$ cat config.mk
export PLATFORM = sky130hd
export DESIGN_NAME = sr_skew
export DESIGN_NICKNAME = d
export VERILOG_FILES = /design/src/rtl/sr_skew.sv
export SDC_FILE = /design/constraint.sdc
export NUM_CORES = 1
export LEC_CHECK = 0
export CAP_MARGIN = 20
export CORE_MARGIN = 3
export CORE_UTILIZATION = 35
export CTS_CLUSTER_DIAMETER = 200
export DETAILED_ROUTE_END_ITERATION = 10
export PLACE_DENSITY = 0.62
export SLEW_MARGIN = 5
export SYNTH_ARGS = -nofsm -noshare
export SYNTH_HDL_FRONTEND = slang
export SYNTH_SLANG_ARGS = --single-unit
$ cat constraint.sdc
create_clock -name clk -period 2 [get_ports clk]
set_clock_uncertainty 0.2 [all_clocks]
set_input_delay 0.4 -clock clk [delete_from_list [all_inputs] [get_ports clk]]
set_output_delay 0.4 -clock clk [all_outputs]
set_load 0.02 [all_outputs]
$ cat src/rtl/sr_skew.sv
// sr_skew: per-lane skew/deskew delay line with valid tracking and optional in-flight counter
//
// Parameters
//   CHANNELS    number of independent lanes
//   DAT_WIDTH   data bits per lane
//   BASE_DEPTH  delay of the least-delayed lane, in enabled cycles
//   STEP        delay increment between adjacent lanes
//   REVERSE     0 = lane 0 shortest (skew), 1 = lane CHANNELS-1 shortest (deskew)
//
// Ports
//   clk         rising-edge clock
//   rst_n       synchronous active-low reset, clears valid stages and counter
//   i_en        global advance enable, 0 holds every stage and drops the inputs
//   i_dat_vld   per-lane input valid
//   i_dat       per-lane input data, lane c at [c*DAT_WIDTH +: DAT_WIDTH]
//   o_dat_vld   per-lane output valid, straight from the last stage
//   o_dat       per-lane output data, meaningful only while o_dat_vld is set
//   o_inflight  number of valid tokens currently held in all lanes
//
// Configuration
//   SR_SKEW_INFLIGHT_EN  builds the in-flight counter; otherwise o_inflight is tied to 0
module sr_skew #(
    parameter int CHANNELS   = 4,
    parameter int DAT_WIDTH  = 16,
    parameter int BASE_DEPTH = 1,
    parameter int STEP       = 1,
    parameter int REVERSE    = 0,
    localparam int MAX_D     = BASE_DEPTH + STEP * (CHANNELS - 1),
    localparam int CNT_W     = $clog2(CHANNELS * MAX_D + 1)
) (
    input  logic                          clk,
    input  logic                          rst_n,
    input  logic                          i_en,
    input  logic [CHANNELS-1:0]           i_dat_vld,
    input  logic [CHANNELS*DAT_WIDTH-1:0] i_dat,
    output logic [CHANNELS-1:0]           o_dat_vld,
    output logic [CHANNELS*DAT_WIDTH-1:0] o_dat,
    output logic [CNT_W-1:0]              o_inflight
);

    for (genvar c = 0; c < CHANNELS; c++) begin : g_lane
        localparam int D = REVERSE != 0 ? BASE_DEPTH + STEP * (CHANNELS - 1 - c)
                                        : BASE_DEPTH + STEP * c;
        logic [D-1:0]         vld_q;
        logic [DAT_WIDTH-1:0] dat_q [D];
        always_ff @(posedge clk) begin
            if (!rst_n)
                vld_q <= '0;
            else if (i_en) begin
                vld_q[0] <= i_dat_vld[c];
                for (int s = 1; s < D; s++)
                    vld_q[s] <= vld_q[s-1];
            end
        end
        // data stages carry no reset; their content only matters beside a set valid
        always_ff @(posedge clk) begin
            if (i_en) begin
                dat_q[0] <= i_dat[c*DAT_WIDTH +: DAT_WIDTH];
                for (int s = 1; s < D; s++)
                    dat_q[s] <= dat_q[s-1];
            end
        end
        assign o_dat_vld[c]                    = vld_q[D-1];
        assign o_dat[c*DAT_WIDTH +: DAT_WIDTH] = dat_q[D-1];
    end

`ifdef SR_SKEW_INFLIGHT_EN
    logic [CNT_W-1:0] inflight_q;
    logic [CNT_W-1:0] n_in;
    logic [CNT_W-1:0] n_out;
    always_comb begin
        n_in  = '0;
        n_out = '0;
        for (int i = 0; i < CHANNELS; i++) begin
            n_in  = n_in  + CNT_W'(i_dat_vld[i]);
            n_out = n_out + CNT_W'(o_dat_vld[i]);
        end
    end
    // tokens leaving in the same enabled cycle as new ones enter net out in one update
    always_ff @(posedge clk) begin
        if (!rst_n)
            inflight_q <= '0;
        else if (i_en)
            inflight_q <= inflight_q + n_in - n_out;
    end
    assign o_inflight = inflight_q;
`else
    assign o_inflight = '0;
`endif

endmodule
==> metrics.csv <==
metric,value,unit
vias in the first global route,2432,
layout cell share with drive strength beyond 1,0.0836,
drt total wl,8120,um
worst r2r src,g_lane[0].vld_q,
clock sinks,170,
worst reg2reg path endpoint,g_lane[0].vld_q,
ordered list of cells on the worst path,clkdlybuf4s50_1,
post-place setup slack,0.422,ns
CTS Root Cell,clkbuf_16,
post-route ant nets,0,
"slowest stage cell, crit path",clkdlybuf4s50_1,
leakage power,2.79,nW
CP Buf/Inv Count,1,
Max stage delay on crit path,0.60,ns
unrepaired setup endpoints after global routing,false,
"top cells by area, synth","edfxtp_1, buf_4, dfxtp_1",
average size of a mapped cell,23.6,sq um
Vias,2353,
worst vdd ir,0.000541,V
top-area cell type share of the netlist area,0.875,
Fmax,513,MHz
Crit Path Max Fanout,1,
Setup CP Type,reg -> out,
Post-CTS Hold Buffers,0,
final hold vios,0,
worst reg-to-reg setup slack,1.14,ns
#FFs+latches synth,170,
Worst Hold End,g_lane[3].dat_q[0][11],
initial core utilization,0.360,
First-pass DRT Iterations,4,
GR Overflow Total,0,
DIE HEIGHT,131,um
Tmin final,1.95,ns
first-iteration detailed-routing DRC count,111,
number of I/O pins,144,
max-capacitance violation count,0,
post-synth cell types,7,
routed vias/inst,4.04,
dominant cell type by area after synthesis,edfxtp_1,
CTS H-tree lvls,4,
max-slew violations,0,
Final Instance Area,7540,sq um
die span in x,131,um
final setup margin,0.0497,ns
CP endpoint kind,primary output,
Core ar.,15300,sq um
worst path required time,1.40,ns
Post-CTS Setup Repair Bufs,0,
status,"finished, final reports clean",
share of the yosys chip area belonging to registers,0.912,
CTS tree,built,
Nets,429,
Highest Signal Layer,met4,
met2 wire length,3780,um
routed length per instance,13.9,um
first-pass GRT wire length,12900,um
clk_lat worst skew,0.41,ns
Synth Cell Area,5490,sq um
Rows,45,
largest net degree at the start of global routing,45,
GRT Total Usage,0.0976,
clock buffer count from CTS,17,
final setup vio count,0,
P per Cell Area,1070,nW/um^2
FF-to-FF path depth,2,
DP Area,6920,sq um
WHS Path Cells,1,
PortBufs,138,
Setup TNS,0,ns
GP Congestion,0.639,
initial antenna violation count,0,
CTS max path bufs,2,
synth warn,0,
cell family contributing the most delay on the critical path,buffers and inverters,
WL met1,3520,um
Die Footprint,17200,sq um
HPWL Detailed,5290,um
Mapped Cells,233,
HP Start,i_en,
met3 WL post-DR,694,um
DRC viols,0,
crit share post-route,0.975,
Worst Path Arrival,1.35,ns
diodes inserted,0,
Area Overhead vs Synth,37.4,%
Clock Pin Slew Worst Setup and Hold Paths,0.06,ns
Hold Path Class,in -> reg,
Resize count post-CTS,7,
startpoint class of the critical path,flop,
cell usage after synthesis:
cell,n
buf_4,41
nor2b_1,10
mux2i_1,10
conb_1,1
buf_6,1
dfxtp_1,10
edfxtp_1,160
how the worst max path moves through the flow:
stage,start,end,slack [ns],cells past startpoint
2_1_floorplan,g_lane[1].dat_q[0][16],o_dat[16],0.91,1
3_3_place_gp,g_lane[3].dat_q[3][1],o_dat[49],0.43,1
3_5_place_dp,g_lane[3].dat_q[3][4],o_dat[52],0.42,1
4_1_cts,g_lane[0].dat_q[0][13],o_dat[13],0.003,1
5_1_grt,g_lane[3].dat_q[3][13],o_dat[61],0.0002,1
6_report,g_lane[2].dat_q[0][44],o_dat[44],0.05,1
flip-flops by register name, indices dropped and copies added (netlist names):
signal / cells
g_lane.vld_q: 10
g_lane.dat_q: 160
per-stage QoR:
step	std cells	hold slack, ns	power, mW	util
global placement	550	0.200	4.83	0.453
finish	582	0.160	8.04	0.494
global route	582	0.141	8.38	0.494
detailed placement	550	0.205	4.85	0.453
floorplan	237	0.200	4.50	-
CTS	582	0.148	8.18	0.492
metal layers:
metal,up-vias,global-route usage
met4,0,0.0368
met1,1151,0.118
met2,102,0.146
met3,10,0.0567
li1,1090,-
met5,-,0
area by class of cell:
class,count,area [sq um]
Fill cell,1251,7710
Sequential cell,170,5000
Timing Repair Buffer,144,1500
Clock buffer,23,448
Tap cell,211,264
Multi-Input combinational cell,25,181
Clock inverter,9,146
power by group:
| group | internal, mW | switching, mW | total [mW] |
|---|---|---|---|
| sequential | 4.17 | 0.0598 | 4.23 |
| clock | 2.08 | 1.21 | 3.29 |
| combinational | 0.275 | 0.244 | 0.519 |
| total | 6.53 | 1.51 | 8.04 |
placed cells by master, fill, tap and decap left out, types with 3 or more instances in the layout:
| cell | n |
|---|---|
| buf_12 | 3 |
| buf_4 | 3 |
| bufinv_16 | 4 |
| clkbuf_1 | 6 |
| clkbuf_16 | 17 |
| clkdlybuf4s50_1 | 113 |
| conb_1 | 5 |
| dfxtp_1 | 10 |
| dlygate4sd2_1 | 7 |
| dlymetal6s2s_1 | 17 |
| edfxtp_1 | 160 |
| mux2i_1 | 10 |
| nor2b_1 | 10 |
logic make-up (layout without fill, tap and decap cells):
group,after synthesis,after routing,synth area share
other,1,5,0.000683
flip-flops,170,170,0.912
AND/OR/NAND/NOR,10,10,0.0114
buffers and inverters,42,176,0.0581
multiplexers,10,10,0.0182
(Power assumes the default switching activity.)
